==> src/rtl/cpu27_pkg.sv <==
// Shared pipeline encodings for the ID-stage hazard unit.
// Availability stages and forward-select codes share numbering so one maps directly onto the other.
package cpu27_pkg;

    localparam logic [1:0] AVAIL_NONE = 2'd0;
    localparam logic [1:0] AVAIL_EXE  = 2'd1;
    localparam logic [1:0] AVAIL_MEM  = 2'd2;
    localparam logic [1:0] AVAIL_WB   = 2'd3;

    localparam logic [1:0] FWD_RF     = 2'd0;
    localparam logic [1:0] FWD_EXE    = 2'd1;
    localparam logic [1:0] FWD_MEM    = 2'd2;
    localparam logic [1:0] FWD_WB     = 2'd3;

    // Bypass source for a producer that currently sits in the given stage.
    function automatic logic [1:0] stage_fwd(input logic [1:0] stage);
        case (stage)
            AVAIL_EXE: return FWD_EXE;
            AVAIL_MEM: return FWD_MEM;
            AVAIL_WB:  return FWD_WB;
            default:   return FWD_RF;
        endcase
    endfunction

endpackage

==> src/rtl/id_scoreboard_if.sv <==
// ID-stage <-> hazard unit bundle: decode operands, pipeline handshakes, issue verdict.
interface id_scoreboard_if #(
    parameter int unsigned AW  = 5,
    parameter int unsigned NRD = 2
);
    logic              id_go;
    logic [AW-1:0]     id_wnum;
    logic [1:0]        id_avail;
    logic [NRD-1:0]    id_rd_en;
    logic [NRD*AW-1:0] id_rd_num;
    logic              id_rd_hilo;
    logic              id_mdu_start;
    logic              exe_go;
    logic              mem_go;
    logic              wb_go;
    logic              flush;
    logic              ready;
    logic [NRD*2-1:0]  fwd_sel;
    logic              mdu_busy;

    modport master (
        output id_go, id_wnum, id_avail, id_rd_en, id_rd_num, id_rd_hilo,
               id_mdu_start, exe_go, mem_go, wb_go, flush,
        input  ready, fwd_sel, mdu_busy
    );

    modport slave (
        input  id_go, id_wnum, id_avail, id_rd_en, id_rd_num, id_rd_hilo,
               id_mdu_start, exe_go, mem_go, wb_go, flush,
        output ready, fwd_sel, mdu_busy
    );
endinterface

==> src/rtl/id_fwd_match.sv <==
// One decode read port against the EXE/MEM/WB writer tags: pick the youngest
// matching producer, bypass from it if its result already exists, else stall.
module id_fwd_match
    import cpu27_pkg::*;
#(
    parameter int unsigned AW = 5
) (
    input  logic          i_exe_v,
    input  logic [AW-1:0] i_exe_wnum,
    input  logic [1:0]    i_exe_avail,
    input  logic          i_mem_v,
    input  logic [AW-1:0] i_mem_wnum,
    input  logic [1:0]    i_mem_avail,
    input  logic          i_wb_v,
    input  logic [AW-1:0] i_wb_wnum,
    input  logic [1:0]    i_wb_avail,
    input  logic          i_rd_en,
    input  logic [AW-1:0] i_rd_num,
    output logic [1:0]    o_fwd_sel_c,
    output logic          o_stall_c
);

    logic       w_rd_live;
    logic [1:0] w_hit_stage;
    logic [1:0] w_hit_avail;

    assign w_rd_live = i_rd_en && (i_rd_num != '0);

    // Priority EXE > MEM > WB: the youngest writer holds the architecturally newest value.
    always_comb begin
        w_hit_stage = AVAIL_NONE;
        w_hit_avail = AVAIL_NONE;
        if (w_rd_live && i_exe_v && (i_exe_wnum == i_rd_num)) begin
            w_hit_stage = AVAIL_EXE;
            w_hit_avail = i_exe_avail;
        end else if (w_rd_live && i_mem_v && (i_mem_wnum == i_rd_num)) begin
            w_hit_stage = AVAIL_MEM;
            w_hit_avail = i_mem_avail;
        end else if (w_rd_live && i_wb_v && (i_wb_wnum == i_rd_num)) begin
            w_hit_stage = AVAIL_WB;
            w_hit_avail = i_wb_avail;
        end
    end

    always_comb begin
        o_fwd_sel_c = FWD_RF;
        o_stall_c   = 1'b0;
        if (w_hit_stage != AVAIL_NONE) begin
            if (w_hit_avail <= w_hit_stage) begin
                o_fwd_sel_c = stage_fwd(w_hit_stage);
            end else begin
                o_stall_c = 1'b1;
            end
        end
    end

endmodule

==> src/rtl/id_scoreboard.sv <==
// Decode-stage hazard unit: shadow pipeline of writer tags plus MDU busy interlock.
// ready/fwd_sel depend only on registered state and ID operands, never on the *_go handshakes.
module id_scoreboard
    import cpu27_pkg::*;
#(
    parameter int unsigned AW      = 5,
    parameter int unsigned NRD     = 2,
    parameter int unsigned MDU_LAT = 8
) (
    input  logic          clk,
    input  logic          resetn,
    id_scoreboard_if.slave sb
);

    localparam int unsigned CW = $clog2(MDU_LAT + 1);

    typedef struct packed {
        logic          v;
        logic [AW-1:0] wnum;
        logic [1:0]    avail;
    } tag_t;

    tag_t           r_exe;
    tag_t           r_mem;
    tag_t           r_wb;
    logic [CW-1:0]  r_cnt;
    tag_t           w_id_tag;
    logic [NRD-1:0] w_stall;
    logic           w_mdu_busy;

    // Instructions with no result or targeting r0 never create a hazard.
    assign w_id_tag = {(sb.id_avail != AVAIL_NONE) && (sb.id_wnum != '0),
                       sb.id_wnum, sb.id_avail};

    // Each slot: flush > load from upstream > bubble on own advance > hold.
    always_ff @(posedge clk or negedge resetn) begin
        if (!resetn) begin
            r_exe <= '0;
            r_mem <= '0;
            r_wb  <= '0;
        end else begin
            if (sb.flush)       r_exe.v <= 1'b0;
            else if (sb.id_go)  r_exe   <= w_id_tag;
            else if (sb.exe_go) r_exe.v <= 1'b0;

            if (sb.flush)       r_mem.v <= 1'b0;
            else if (sb.exe_go) r_mem   <= r_exe;
            else if (sb.mem_go) r_mem.v <= 1'b0;

            if (sb.flush)       r_wb.v  <= 1'b0;
            else if (sb.mem_go) r_wb    <= r_mem;
            else if (sb.wb_go)  r_wb.v  <= 1'b0;
        end
    end

    // MDU latency countdown; flush abandons an in-flight mul/div even on a new start.
    always_ff @(posedge clk or negedge resetn) begin
        if (!resetn) begin
            r_cnt <= '0;
        end else if (sb.flush) begin
            r_cnt <= '0;
        end else if (sb.id_go && sb.id_mdu_start) begin
            r_cnt <= CW'(MDU_LAT);
        end else if (r_cnt != '0) begin
            r_cnt <= r_cnt - CW'(1);
        end
    end

    assign w_mdu_busy  = (r_cnt != '0);
    assign sb.mdu_busy = w_mdu_busy;

    for (genvar k = 0; k < NRD; k++) begin : g_port
        id_fwd_match #(.AW(AW)) u_match (
            .i_exe_v     (r_exe.v),
            .i_exe_wnum  (r_exe.wnum),
            .i_exe_avail (r_exe.avail),
            .i_mem_v     (r_mem.v),
            .i_mem_wnum  (r_mem.wnum),
            .i_mem_avail (r_mem.avail),
            .i_wb_v      (r_wb.v),
            .i_wb_wnum   (r_wb.wnum),
            .i_wb_avail  (r_wb.avail),
            .i_rd_en     (sb.id_rd_en[k]),
            .i_rd_num    (sb.id_rd_num[k*AW +: AW]),
            .o_fwd_sel_c (sb.fwd_sel[k*2 +: 2]),
            .o_stall_c   (w_stall[k])
        );
    end

    assign sb.ready = !(|w_stall) && !((sb.id_rd_hilo || sb.id_mdu_start) && w_mdu_busy);

endmodule

==> src/flat_wrapper.sv <==
// flat-port wrapper written by rule: the top's interface ports become plain ports
module id_scoreboard_flat import cpu27_pkg::*;
#(
    parameter int unsigned AW      = 5,
    parameter int unsigned NRD     = 2,
    parameter int unsigned MDU_LAT = 8
)
  (clk, resetn, sb_id_go, sb_id_wnum, sb_id_avail, sb_id_rd_en, sb_id_rd_num, sb_id_rd_hilo, sb_id_mdu_start, sb_exe_go, sb_mem_go, sb_wb_go, sb_flush, sb_ready, sb_fwd_sel, sb_mdu_busy);
  id_scoreboard_if #(.AW(AW), .NRD(NRD)) sb_i ();
  input  logic clk;
  input  logic resetn;
  input wire logic [$bits(sb_i.id_go)-1:0] sb_id_go;
  input wire logic [$bits(sb_i.id_wnum)-1:0] sb_id_wnum;
  input wire logic [$bits(sb_i.id_avail)-1:0] sb_id_avail;
  input wire logic [$bits(sb_i.id_rd_en)-1:0] sb_id_rd_en;
  input wire logic [$bits(sb_i.id_rd_num)-1:0] sb_id_rd_num;
  input wire logic [$bits(sb_i.id_rd_hilo)-1:0] sb_id_rd_hilo;
  input wire logic [$bits(sb_i.id_mdu_start)-1:0] sb_id_mdu_start;
  input wire logic [$bits(sb_i.exe_go)-1:0] sb_exe_go;
  input wire logic [$bits(sb_i.mem_go)-1:0] sb_mem_go;
  input wire logic [$bits(sb_i.wb_go)-1:0] sb_wb_go;
  input wire logic [$bits(sb_i.flush)-1:0] sb_flush;
  output wire logic [$bits(sb_i.ready)-1:0] sb_ready;
  output wire logic [$bits(sb_i.fwd_sel)-1:0] sb_fwd_sel;
  output wire logic [$bits(sb_i.mdu_busy)-1:0] sb_mdu_busy;
  assign sb_i.id_go = sb_id_go;
  assign sb_i.id_wnum = sb_id_wnum;
  assign sb_i.id_avail = sb_id_avail;
  assign sb_i.id_rd_en = sb_id_rd_en;
  assign sb_i.id_rd_num = sb_id_rd_num;
  assign sb_i.id_rd_hilo = sb_id_rd_hilo;
  assign sb_i.id_mdu_start = sb_id_mdu_start;
  assign sb_i.exe_go = sb_exe_go;
  assign sb_i.mem_go = sb_mem_go;
  assign sb_i.wb_go = sb_wb_go;
  assign sb_i.flush = sb_flush;
  assign sb_ready = sb_i.ready;
  assign sb_fwd_sel = sb_i.fwd_sel;
  assign sb_mdu_busy = sb_i.mdu_busy;
  id_scoreboard #(.AW(AW), .NRD(NRD), .MDU_LAT(MDU_LAT)) u_core (.clk(clk), .resetn(resetn), .sb(sb_i));
endmodule
==> config.mk <==
export PLATFORM = sky130hd
export DESIGN_NAME = id_scoreboard_flat
export DESIGN_NICKNAME = d
export VERILOG_FILES = /design/src/rtl/cpu27_pkg.sv /design/src/rtl/id_scoreboard_if.sv /design/src/rtl/id_fwd_match.sv /design/src/rtl/id_scoreboard.sv /design/src/flat_wrapper.sv
export SDC_FILE = /design/constraint.sdc
export NUM_CORES = 1
export LEC_CHECK = 0
export ABC_AREA = 1
export BUFFER_PORTS_ARGS = -buffer_cell sky130_fd_sc_hd__buf_2
export CORE_MARGIN = 2
export CORE_UTILIZATION = 57
export CTS_CLUSTER_DIAMETER = 80
export DETAILED_ROUTE_END_ITERATION = 10
export MAX_ROUTING_LAYER = met4
export PLACE_DENSITY = 0.79
export SLEW_MARGIN = 20
export SYNTH_ARGS = -nofsm -noshare
export SYNTH_HDL_FRONTEND = slang
export SYNTH_SLANG_ARGS = --single-unit
==> constraint.sdc <==
create_clock -name clk -period 3.5 [get_ports clk]
set_clock_uncertainty 0.2 [all_clocks]
set_input_delay 0.7 -clock clk [delete_from_list [all_inputs] [get_ports clk]]
set_output_delay 0.7 -clock clk [all_outputs]
set_load 0.01 [all_outputs]
==> out/results.ini <==
[synth]
main_combinational_cell_family_by_area_after_synthesis=simple AND/OR/NAND/NOR gates
synth_fa_ha_area_frac=0.0292
synth.mux.area_fraction=0.0105
yosys_warnings=0
synth_compound_area_frac=0.127
synth-simple-area-share=0.397
asyncSetResetFlopFracSynth=1.00
post_synthesis_instance_total=340
post_synth.cell_area_avg_um2=6.30
synth.yosys.seq_area_share=0.327
synth_fp_nets=373
dominantRegCellSynth=dfrtp_1
ys_seq_elements=28
synthXorXnorAreaFrac=0.00818
netlist_area_um2=2140
synth_enable_flop_cells=0
netlist-cell-type-count=33

[sta]
timing.final.setup_violations=0
final.period_utilization=0.974
fmax_mhz=293
worstMarginPinSlew_ps=634
maxSlewHeadroom=0.577
setup_tns_ps=0
final_period_minus_worst_setup_slack_ps=3410
hold_viol=0
final_report_max_slew_violation_count=0

[power_and_ir_drop]
ir_worst_vdd_v=0.000288
power.static_leakage_uw=0.00137
power.density_cell_area_nw_per_um2=405
total_power_uw=1050

[die]
die-height_um=65.3
top_level_ports=34
core_region_area_um2=3630
floorplan.die_area_um2=4260
dieWidth_um=65.3
start_util=0.590
placement_rows=22

[critical_path]
crit_top_cell=nor2_1
critical_path_slowest_stage_cell=ha_1
critical_path_class=in -> out
critical_path_peak_fanout=5
worstSetupEndpointType=output port
required_ps=2600
cp_data_arrival_time_ps=2510
worstSetupStartpointType=input pin
path_cells=buf_6 -> nor2_1 -> nand3_1 -> nand2_2 -> inv_2 -> nand3_4 -> buf_4 -> nor2_1 -> o21bai_1 -> ha_1 -> nor2_1 -> nor2_2 -> a21oi_4 -> nand2_1 -> inv_1 -> nor2_1 -> buf_2
regToRegSetupSlack_ps=1970
slowest_delay_ps=180

[final_layout]
layout.nets=412
post_route_cells_drive_above_1_share=0.249
postLayoutCellArea_um2=2590
antenna-diode-count=0
area_delta_synth_final_pct=20.7
post_layout_nonfiller_instances=426

[detailed_routing]
first_iter_violations=231
drt-wirelength-per-cell_um=14.0
final_antenna_net_count=0
number_of_optimization_iterations_in_the_first_detailed_route_pass=5
remaining_drc_errors=0
route.vias.total=2312
vias_per_cell=5.43
finalWirelength_um=5950

[clock_tree]
cts_hold_buffers=0
total_clock_buffers_created_by_cts=3
cts_tree=done
root_buffer=clkbuf_8
htreeDepth=1
insertion_delay_ps=280
clkSinkCount=28
register_clock_pin_slew_on_the_reported_worst_setup_and_hold_paths_ps=100
cts_max_path_buffers=2

[placed_design]
buffer_ports.inserted=33
placed_cell_area_um2=2350
detailed_place_hpwl_um=4490
routabilityCongestion=1.03
post-place-cells=418

[global_route]
grt.total_usage=0.299
globalRoute.totalOverflow=0
grt_pass1_vias=2088
antenna_violations_before_repair=0
grt_first_pass_wirelength_um=9470
largest_net_degree_at_the_start_of_global_routing=29

[min_path]
timing.hold.worst.class=in -> async

[status]
status=completed

[job]
drv_cap=0

logic make-up (layout without fill, tap and decap cells):
kind of cell / Yosys count / in the layout
simple gates: 199 / 199
xor+xnor: 2 / 2
flops: 28 / 28
mux: 2 / 2
compound gates: 48 / 48
buf+inv: 56 / 94
fa+ha+maj: 5 / 5
critical path: cells and delay by family:
kind	cells	cell delay, ps
AO/OA/AOI/OAI	2	330
buffers and inverters	5	490
adder cells (fa/ha/maj)	1	180
AND/OR/NAND/NOR	9	810
power by group:
| part | switching (uW) | internal, uW | leakage (uW) | total [uW] |
|---|---|---|---|---|
| combinational | 239 | 146 | 0.000988 | 385 |
| sequential | 68.7 | 385 | 0.000357 | 454 |
| clock | 108 | 101 | 0.0000288 | 209 |
registers in the layout (all words and copies together) (netlist names):
register / count
u_core.r_exe: 8
u_core.r_mem: 8
u_core.r_wb: 8
u_core.r_cnt: 4
layout make-up:
class                   count  area (um^2)
clock buffers               4         55.1
flip-flops and latches     28          702
repair buffers             38          239
well taps                  48         60.1
fillers                   331         1050
multi-input cells         256         1330
inverters                  52          205
stage by stage:
step,utilization,hold WS (ps),worst slack [ps]
floorplan,-,204,424
global placement,0.647,268,83.3
detailed placement,0.647,322,51.8
CTS,0.663,257,43.6
global route,0.712,266,-74.1
finish,0.712,228,90.6
path summary, 6_finish.rpt:
kind	start	endpoint	cells after the start
hold reg to reg	u_core.r_mem[0]	u_core.r_mem[0]	2
setup / recovery	sb_id_rd_num[3]	sb_ready	17
setup reg to reg	u_core.r_cnt[0]	u_core.r_cnt[3]	7
max in group asynchronous	resetn	u_core.r_wb[5]	1
hold / removal	resetn	u_core.r_exe[7]	1
min in group clk	u_core.r_mem[0]	u_core.r_mem[0]	2
layer usage:
| layer | up-vias | GRT usage | wire, um |
|---|---|---|---|
| met4 | 0 | 0.104 | 114 |
| met2 | 121 | 0.477 | 2780 |
| met3 | 15 | 0.0291 | 440 |
| met1 | 1034 | 0.400 | 2610 |
| met5 | - | - | 0 |
| li1 | 1142 | - | - |
Yosys cell counts, drive strengths merged (2+ instances only):
cell	number	area (um^2)
o32ai	2	17.5
ha	5	62.6
dfrtp	28	701
a21oi	13	68.8
o21ai	27	135
inv	52	195
mux2	2	22.5
clkbuf	3	11.3
nand4	3	18.8
nand3	17	103
nand2	136	523
o211ai	2	20.0
nor2	37	161
nor3	4	30.0
placed cells by master (no fill, tap or decap), types with 2 or more instances in the layout:
cell type and instances:
buf_6 3, ha_1 4, a21oi_2 4, clkbuf_8 4, nor3_4 2, a21oi_1 7, nor2_4 4, nand2_2 10
nand4_1 3, nor3_1 2, o21ai_0 23, o21ai_1 4, buf_2 26, buf_4 7, inv_2 11, nor2_2 5
a21oi_4 2, nand2_1 126, inv_4 4, nor2_1 28, o32ai_1 2, mux2_2 2, nand3_2 3, dfrtp_1 27
inv_1 37, nand3_1 13
timing repair:
| action | 4_1_cts | 5_1_grt |
|---|---|---|
| setup buffers | 0 | 4 |
| endpoints found under the setup margin | 0 | 5 |
| gates resized for setup | 0 | 45 |
Power figures use the tool's default switching activity.
